**config.mk**
```make
export PLATFORM = sky130hd
export DESIGN_NAME = debounce_fsm_flat
export DESIGN_NICKNAME = d
export VERILOG_FILES = /design/src/rtl/debounce_fsm_if.sv /design/src/rtl/debounce_fsm.sv /design/src/flat_wrapper.sv
export SDC_FILE = /design/constraint.sdc
export NUM_CORES = 1
export LEC_CHECK = 0
export ABC_AREA = 1
export CAP_MARGIN = 20
export CORE_AREA = 2 2 39 41
export CTS_CLUSTER_SIZE = 40
export DETAILED_ROUTE_END_ITERATION = 6
export DIE_AREA = 0 0 41 43
export GPL_TIMING_DRIVEN = 0
export PLACE_DENSITY_LB_ADDON = 0.3
export REMOVE_ABC_BUFFERS = 1
export SLEW_MARGIN = 20
export SYNTH_ARGS = -nofsm -noshare
export SYNTH_HDL_FRONTEND = slang
export SYNTH_SLANG_ARGS = --single-unit
```
**constraint.sdc**
```tcl
create_clock -name clk -period 1.8 [get_ports clk]
set_input_delay 0.36 -clock clk [delete_from_list [all_inputs] [get_ports clk]]
set_output_delay 0.36 -clock clk [all_outputs]
set_load 0.05 [all_outputs]
```
**src/rtl/debounce_fsm_if.sv**
```systemverilog
// Signal bundle between a raw pushbutton source and debounce_fsm.
// The master drives the tick strobe and raw input; the slave returns the debounced level.
interface debounce_fsm_if;
    logic tick;
    logic db_in;
    logic db_out;

    modport master (
        output tick,
        output db_in,
        input  db_out
    );

    modport slave (
        input  tick,
        input  db_in,
        output db_out
    );
endinterface

```
**src/rtl/debounce_fsm.sv**
```systemverilog
// Tick-paced debouncer: db_out follows db_in only after STABLE_TICKS consecutive stable ticks.
// Define DEBOUNCE_SYNC_EN to pass db_in through a two-flop synchronizer (adds 2 clk of latency).
module debounce_fsm #(
    parameter int unsigned STABLE_TICKS = 3,
    parameter int unsigned CNT_W        = $clog2(STABLE_TICKS + 1)
) (
    input  logic           clk,
    input  logic           rst,
    debounce_fsm_if.slave  bus
);

    typedef enum logic [1:0] {
        ZERO  = 2'b00,
        WAIT1 = 2'b01,
        ONE   = 2'b11,
        WAIT0 = 2'b10
    } state_t;

    localparam logic [CNT_W-1:0] LAST = CNT_W'(STABLE_TICKS - 1);

    state_t           state;
    logic [CNT_W-1:0] cnt;
    logic             out_q;
    logic             din;

`ifdef DEBOUNCE_SYNC_EN
    logic [1:0] sync_q;

    always_ff @(posedge clk or posedge rst) begin
        if (rst) begin
            sync_q <= '0;
        end else begin
            sync_q <= {sync_q[0], bus.db_in};
        end
    end

    assign din = sync_q[1];
`else
    assign din = bus.db_in;
`endif

    // A level reversal in a WAIT state takes priority over a coincident tick.
    always_ff @(posedge clk or posedge rst) begin
        if (rst) begin
            state <= ZERO;
            cnt   <= '0;
            out_q <= 1'b0;
        end else begin
            case (state)
                ZERO: begin
                    out_q <= 1'b0;
                    if (din) begin
                        state <= WAIT1;
                        cnt   <= '0;
                    end
                end
                WAIT1: begin
                    out_q <= 1'b0;
                    if (!din) begin
                        state <= ZERO;
                        cnt   <= '0;
                    end else if (bus.tick) begin
                        if (cnt == LAST) begin
                            state <= ONE;
                            cnt   <= '0;
                            out_q <= 1'b1;
                        end else begin
                            cnt <= cnt + 1'b1;
                        end
                    end
                end
                ONE: begin
                    out_q <= 1'b1;
                    if (!din) begin
                        state <= WAIT0;
                        cnt   <= '0;
                    end
                end
                WAIT0: begin
                    out_q <= 1'b1;
                    if (din) begin
                        state <= ONE;
                        cnt   <= '0;
                    end else if (bus.tick) begin
                        if (cnt == LAST) begin
                            state <= ZERO;
                            cnt   <= '0;
                            out_q <= 1'b0;
                        end else begin
                            cnt <= cnt + 1'b1;
                        end
                    end
                end
                default: begin
                    state <= ZERO;
                    cnt   <= '0;
                    out_q <= 1'b0;
                end
            endcase
        end
    end

    assign bus.db_out = out_q;

endmodule

```
**src/flat_wrapper.sv**
```systemverilog
// flat-port wrapper written by rule: the top's interface ports become plain ports
module debounce_fsm_flat 
#(
    parameter int unsigned STABLE_TICKS = 3,
    parameter int unsigned CNT_W        = $clog2(STABLE_TICKS + 1)
)
  (clk, rst, bus_tick, bus_db_in, bus_db_out);
  debounce_fsm_if bus_i ();
  input  logic clk;
  input  logic rst;
  input wire logic [$bits(bus_i.tick)-1:0] bus_tick;
  input wire logic [$bits(bus_i.db_in)-1:0] bus_db_in;
  output wire logic [$bits(bus_i.db_out)-1:0] bus_db_out;
  assign bus_i.tick = bus_tick;
  assign bus_i.db_in = bus_db_in;
  assign bus_db_out = bus_i.db_out;
  debounce_fsm #(.STABLE_TICKS(STABLE_TICKS), .CNT_W(CNT_W)) u_core (.clk(clk), .rst(rst), .bus(bus_i));
endmodule
```
Word level (Yosys, flattened, before mapping):

Index checks and enable logic that the tools add are counted.

* output and inout bits: 1
* flip-flop bits (word level): 5

* muxes and demuxes: 23
* reduce and logical (&&, ||, !) cells: 3
* add/subtract/negate cells: 1
* equal/unequal tests: 10

Operators with widths (number)
* 2-bit 2-to-1 mux: 14
* 2-bit one-hot mux with 4 select lines: 2
* 2-bit == test (second input constant): 3
* 1-bit 2-to-1 mux: 6
* 3-bit by 2-bit != test with 1-bit output (second input constant): 2
* 3-bit != test (second input constant): 2
* 6-bit AND reduction: 1
* 2-bit != test (second input constant): 2
* 1-bit one-hot mux with 4 select lines: 1
* 2-bit by 1-bit adder with 2-bit output (second input constant): 1
* 2-bit by 1-bit == test with 1-bit output (second input constant): 1
* 2-bit logical NOT: 1
* 2-bit AND reduction: 1

Logic depth before layout (Yosys ltp):

Gate-level depths: netlist of the first run.

* word-level depth: 5
* mapped depth: 8

Worst setup path after synthesis of the first run:

No wires, ideal clock.

* path type: register to register
* start point: register u_core.state[0]
* end point: register u_core.cnt[0]
* stages on the path, launching flop included: 8
* required time: 1.686 ns
* slack: 0.589 ns
* buffers on the path: 0
* arrival time: 1.097 ns
* cell sequence: dfrtp_1 -> inv_1 -> ha_1 -> and2_1 -> nand2_1 -> nand2_2 -> nand2_1 -> nor2_2

* longest elaborated chain between the ends: 3
* elaborated cells between the ends (all ways): 8

Ends and longest elaborated chain
* start, declared: line debounce_fsm.sv:21 `state_t state;`
* start signal, assigned: line debounce_fsm.sv:45 `state <= ZERO;`
* start signal, assigned: line debounce_fsm.sv:53 `state <= WAIT1;`
* start signal, assigned: line debounce_fsm.sv:60 `state <= ZERO;`
* 2-bit == test / 2-bit logical NOT (equally long branches): line debounce_fsm.sv:49 `case (state)`
* 2-bit != test (no source line)
* 2-bit AND reduction (no source line)
* end signal, assigned: line debounce_fsm.sv:68 `cnt <= cnt + 1'b1;`
* end signal, assigned: line debounce_fsm.sv:90 `cnt <= cnt + 1'b1;`
* end, declared: line debounce_fsm.sv:22 `logic [CNT_W-1:0] cnt;`

Several ways; a longest one is shown, not always the timed one.
A chain may end at the register's enable or synchronous reset.

Worst setup path in the final report of the first run:

* start point: register u_core.out_q, in the netlist u_core.bus.db_out
* end point: output port bus_db_out

RTL lines
* start, declared: line debounce_fsm.sv:23 `logic out_q;`
* start signal, assigned: line debounce_fsm.sv:47 `out_q <= 1'b0;`
* start signal, assigned: line debounce_fsm.sv:51 `out_q <= 1'b0;`
* start signal, assigned: line debounce_fsm.sv:58 `out_q <= 1'b0;`
* end, declared: line flat_wrapper.sv:13 `output wire logic [$bits(bus_i.db_out)-1:0] bus_db_out;`

No word-level cell between the ends.

==> flow_summary.json, run 1 <==
{
  "outcome": "finished clean",
  "syn_inst": 53,
  "hold_viol": 0,
  "numCtsBuffers": 3,
  "dpl.hpwl_um": 536,
  "cts_tree": "built",
  "cts_setup_buffers": 0,
  "cts.path.max_buffers": 2,
  "layoutNonFillerInstCount": 77,
  "crit_slowest_cell": "clkdlybuf4s50_1",
  "dp_cells": 73,
  "syn_avg_cell_area_um2": 7.55,
  "hp-class": "in2async",
  "synth_cell_types": 15,
  "vias": 308,
  "seq_area_frac_synth_pct": 31.3,
  "drtIter0Drc": 3,
  "cts.sinks": 5,
  "final_cell_area_um2": 487,
  "ioPinCount": 5,
  "cts_root_buf": "clkbuf_4",
  "layout_commonest_cell": "nand2_1",
  "ys_ff_latch": 5,
  "wl_per_cell_um": 8.12,
  "area_delta_synth_final_pct": 21.6,
  "slew_viol_final": 0,
  "fin_crit_sh_pct": 94.3,
  "crit_buf_inv": 1,
  "grt_pass1_vias": 312,
  "fp.coreArea_mm2": 0.00138,
  "critPathKind": "reg2out",
  "crit_required_ps": 1440,
  "max_stage_delay_ps": 800,
  "relSlewSlack_pct": 66.7,
  "setup_violations": 0,
  "cp-end-kind": "primary output",
  "grt_pass1_wl_um": 1200,
  "clkLatencyLatePin_ps": 230,
  "syn_area_um2": 400,
  "skew_ps": 1.30,
  "rsz0062_at_grt": "false",
  "htreeDepth": 1,
  "synth_top_cell_by_area": "dfrtp_1",
  "die_h_um": 43,
  "gp_congestion": 0.673,
  "synth_area_leaders": "dfrtp_1 (31%), ha_1 (16%), nand2_1 (14%), inv_1 (9.4%), nand2_4 (5.6%)",
  "cts_hold_buffers": 0,
  "avgViaCountPerCell": 4.00,
  "drive_gt1_share_pct": 18.0,
  "post_cts_resized": 0,
  "crit_family": "buffers and inverters",
  "fill_cells": 148,
  "antenna_found_initial": 0,
  "p_leak_nw": 0.264,
  "initial_core_util_pct": 28.9,
  "start_kind": "flip-flop",
  "place_area_um2": 460,
  "grt_max_degree": 6,
  "grtUsageTotal_pct": 9.93,
  "worstPathCellList": "clkdlybuf4s50_1",
  "fin_worst_hold_slack_ps": 313,
  "globalRouteOverflowTotal": 0,
  "max_freq_ghz": 0.589,
  "synth_top_cell_area_share_pct": 31.3,
  "drc": 0,
  "fin_crit_ps": 1700,
  "tightest_slew_ps": 497,
  "nets": 71,
  "clkSlewWorstSetupHoldPaths_ps": 40,
  "final_cell_mix": "nand2_1 (15), inv_1 (10), ha_1 (5), dfrtp_1 (5), clkdlybuf4s50_1 (4)",
  "yosys_warnings": 0,
  "io_buffer_count": 4,
  "insertedDiodeCount": 0,
  "multi_input_area_um2": 238,
  "wirelength_um": 625,
  "irDropWorstVdd_v": 0.000743,
  "dr.pass1.iters": 2,
  "cp-startpoint": "u_core.bus.db_out",
  "die_area_mm2": 0.00176,
  "drtAntennaViolNets": 0,
  "seqCellArea_um2": 125,
  "row_count": 14,
  "die_x_um": 41,
  "power_density_mw_per_mm2": 1440,
  "timing.rr.start": "u_core.state[0]",
  "cp_max_fo": 1,
  "tns_ps": 0,
  "arrival_ps": 1340,
  "drv_cap": 0
}
## worst register-to-register path, stage by stage, from the launching register on
cell and delay [ps]:
dfrtp_1 390, inv_1 90, ha_1 330, and2_1 160, nand2_1 60, nand2_2 50
nand2_1 70, nor2_2 30
## cell usage after synthesis
library cell / number
dfrtp_1: 5
and2_1: 1
o21a_1: 1
nand2_2: 3
nor2_2: 1
a21oi_1: 3
o21ai_2: 1
nand2_4: 2
nor2_1: 1
nand2_1: 15
nand3_1: 3
nand4_1: 1
and2_4: 1
ha_1: 5
inv_1: 10
## registers in the layout, summed over array words and instances, names as in the netlist
register	flops
u_core.bus.db_out	1
u_core.cnt	2
u_core.state	2
## metal layers
layer  wire length, µm  vias up  track usage (%)
met1               304      129             16.2
met2               287        4             11.9
met4                 0        0             6.00
li1                  -      175                -
met3                32        0             1.05
met5                 0        -                0
## final cells by class
class,instances,share of cell area [%]
Multi-Input combinational cell,38,48.8
Sequential cell,5,25.7
Timing Repair Buffer,4,8.23
Inverter,10,7.71
Clock buffer,4,5.40
Tap cell,16,4.11
## cell families after synthesis
group | share of synthesized area, %
AND/OR/NAND/NOR | 35.9
buffers and inverters | 9.38
adder cells (fa/ha/maj) | 15.6
AO/OA/AOI/OAI | 7.81
flip-flops | 31.3
## stage by stage
stage,total power (W),utilization [%],worst slack [ps]
after CTS,0.000718,35.2,83.0
after floorplan,0.000503,-,589
after global placement,0.000580,33.3,264
after global routing,0.000778,35.2,62.0
after detailed placement,0.000588,33.3,279
final,0.000700,35.2,103
## report_power, final
group / total [W] / switching, W / internal (W) / leakage, nW
logic: 0.000391 / 0.000227 / 0.000165 / 0.183
clock network: 0.000123 / 0.0000392 / 0.0000834 / 0.0150
registers: 0.000186 / 0.0000317 / 0.000155 / 0.0659
## worst paths after layout
kind,slack (ps),cells past startpoint,endpoint
min,310,2,u_core.cnt[0]
min reg2reg,550,2,u_core.state[1]
max,100,1,bus_db_out
max reg2reg,510,7,u_core.cnt[0]
max in group asynchronous,1330,2,u_core.state[0]
min in group clk,550,2,u_core.state[1]
Power figures use the tool's default switching activity.
==> inputs of run 2 (changes only) <==
==> constraint.sdc (replaced) <==
create_clock -name clk -period 1.5 [get_ports clk]
set_input_delay 0.3 -clock clk [delete_from_list [all_inputs] [get_ports clk]]
set_output_delay 0.3 -clock clk [all_outputs]
set_load 0.05 [all_outputs]
==> run 2 against run 1 <==
  * Register-to-register slack lost 300 ps
  * Utilization shrank 0.090 points
  * Die area is the same
  * Worst hold slack lost 60 ps
  * Global-route usage is the same
  * Count of clock-buffer cells in the layout is the same
  * Via count is the same
  * Routed wire length shrank 0.16%
  * Sequential power grew 20%
  * Critical path type unchanged
  * Largest power group unchanged
==> flow_summary.json, run 2 (synthesis gave the netlist of run 1 again) <==
{
  "numCtsBuffers": 3,
  "avgViaCountPerCell": 4.00,
  "timing.rr.start": "u_core.state[0]",
  "io_buffer_count": 4,
  "crit_family": "buffers and inverters",
  "cts_tree": "built",
  "power_switching_share_pct": 42.8,
  "critPathKind": "reg2out",
  "drive_gt1_share_pct": 18.0,
  "max_stage_delay_ps": 520,
  "timing.rr.end": "u_core.cnt[0]",
  "grt_pass1_wl_um": 1200,
  "grt_pass1_vias": 312,
  "die_x_um": 41,
  "fp.coreArea_mm2": 0.00138,
  "hold_viol": 0,
  "area_delta_synth_final_pct": 21.3,
  "wirelength_um": 624,
  "cts_setup_buffers": 0,
  "p_int_w": 0.000477,
  "layout_commonest_cell": "nand2_1",
  "outcome": "finished clean",
  "rsz0062_at_grt": "false",
  "irDropWorstVdd_v": 0.000892,
  "row_count": 14,
  "pwr-share-clk_pct": 17.6,
  "htreeDepth": 1,
  "clkLatencyLatePin_ps": 230,
  "cts.sinks": 5,
  "final_cell_mix": "nand2_1 (15), inv_1 (10), ha_1 (5), dfrtp_1 (5)",
  "hp-class": "in2async",
  "use_met1_pct": 16.2,
  "cp-end-kind": "primary output",
  "start_kind": "flip-flop",
  "final_cell_area_um2": 485,
  "drtAntennaViolNets": 0,
  "fin_crit_ps": 1360,
  "fill_cells": 148,
  "grt_use_met3_pct": 1.05,
  "vias": 308,
  "slew_viol_final": 0,
  "use_met2_pct": 11.9,
  "seq_power_share_pct": 26.8,
  "r2r_slack_ps": 210,
  "drv_cap": 0,
  "nets": 71,
  "clkSlewWorstSetupHoldPaths_ps": 40,
  "antenna_found_initial": 0,
  "worstPathCellList": "dlygate4sd2_1",
  "crit_slowest_cell": "dlygate4sd2_1",
  "crit_required_ps": 1200,
  "insertedDiodeCount": 0,
  "power_density_mw_per_mm2": 1720,
  "p_leak_nw": 0.268,
  "globalRouteOverflowTotal": 0,
  "dpl.hpwl_um": 536,
  "grtUsageTotal_pct": 9.93,
  "grt_max_degree": 6,
  "fin_worst_hold_slack_ps": 253,
  "p_sw_w": 0.000357,
  "cp_max_fo": 1,
  "place_area_um2": 460,
  "ioPinCount": 5,
  "setup_violations": 0,
  "dr.pass1.iters": 2,
  "arrival_ps": 1060,
  "max_freq_ghz": 0.736,
  "drc": 0,
  "drtIter0Drc": 3,
  "gp_congestion": 0.673,
  "cts.path.max_buffers": 2,
  "relSlewSlack_pct": 67.4,
  "rr_worst_depth": 7,
  "wl_per_cell_um": 8.10,
  "tightest_slew_ps": 491,
  "crit_buf_inv": 1,
  "grt-busiest-layer": "met1",
  "skew_ps": 1.30,
  "fin_crit_sh_pct": 90.5,
  "die_area_mm2": 0.00176,
  "die_h_um": 43,
  "tns_ps": 0,
  "initial_core_util_pct": 28.9,
  "cts_root_buf": "clkbuf_4",
  "pwr-share-comb_pct": 55.6
}
[run 2: layer usage]
layer / wire [µm] / part of all wire (%)
met1: 304 / 49
met2: 287 / 46
met3: 32 / 5.1
met4: 0 / 0
met5: 0 / 0
[run 2: worst max-delay path by stage]
stage / startpoint / end / slack [ps] / depth (start not counted)
3_3_place_gp: bus_db_in / u_core.state[0] / 20 / 7
2_1_floorplan: u_core.state[0] / u_core.cnt[0] / 290 / 7
3_5_place_dp: bus_db_in / u_core.state[0] / 40 / 7
6_report: u_core.bus.db_out / bus_db_out / 140 / 1
4_1_cts: u_core.bus.db_out / bus_db_out / 120 / 1
5_1_grt: u_core.bus.db_out / bus_db_out / 100 / 1
[run 2: final cells by class]
class / instances / area, µm² / share of cell area [%]
multi-input cells: 38 / 238 / 49.0
flip-flops and latches: 5 / 125 / 25.8
well taps: 16 / 20.0 / 4.12
clock buffers: 4 / 26.3 / 5.41
repair buffers: 4 / 38.8 / 7.99
inverters: 10 / 37.5 / 7.73
[run 2: power by group through the flow]
stage / Sequential, W / Combinational (W) / Clock (W)
final: 0.000223 / 0.000463 / 0.000147
after global routing: 0.000232 / 0.000536 / 0.000160
after detailed placement: 0.000229 / 0.000476 / 0
after global placement: 0.000226 / 0.000470 / 0
after CTS: 0.000227 / 0.000472 / 0.000157
after floorplan: 0.000250 / 0.000354 / 0
[run 2: metrics by stage]
step	power, W	instances	worst slack (ps)	util (%)
after global placement	0.000696	73	24.2	33.3
after CTS	0.000855	77	121	35.1
after detailed placement	0.000705	73	39.1	33.3
after floorplan	0.000604	53	289	-
final	0.000833	77	142	35.1
after global routing	0.000927	77	98.8	35.1
[run 2: what timing repair did]
action / 4_1_cts / 5_1_grt
hold buffers: 0 / 0
setup endpoints to repair: 1 / 0
gates resized for setup: 1 / 0
hold endpoints to repair: 0 / 0
==> inputs of run 3 (changes only) <==
--- a/config.mk
+++ b/config.mk
@@ -13,8 +13,8 @@
 export DIE_AREA = 0 0 41 43
 export GPL_TIMING_DRIVEN = 0
 export PLACE_DENSITY_LB_ADDON = 0.3
-export REMOVE_ABC_BUFFERS = 1
 export SLEW_MARGIN = 20
 export SYNTH_ARGS = -nofsm -noshare
 export SYNTH_HDL_FRONTEND = slang
 export SYNTH_SLANG_ARGS = --single-unit
+export TNS_END_PERCENT = 100
==> results of run 3 <==
Same layout as run 2: the final DEF is identical, and so are final timing and power.
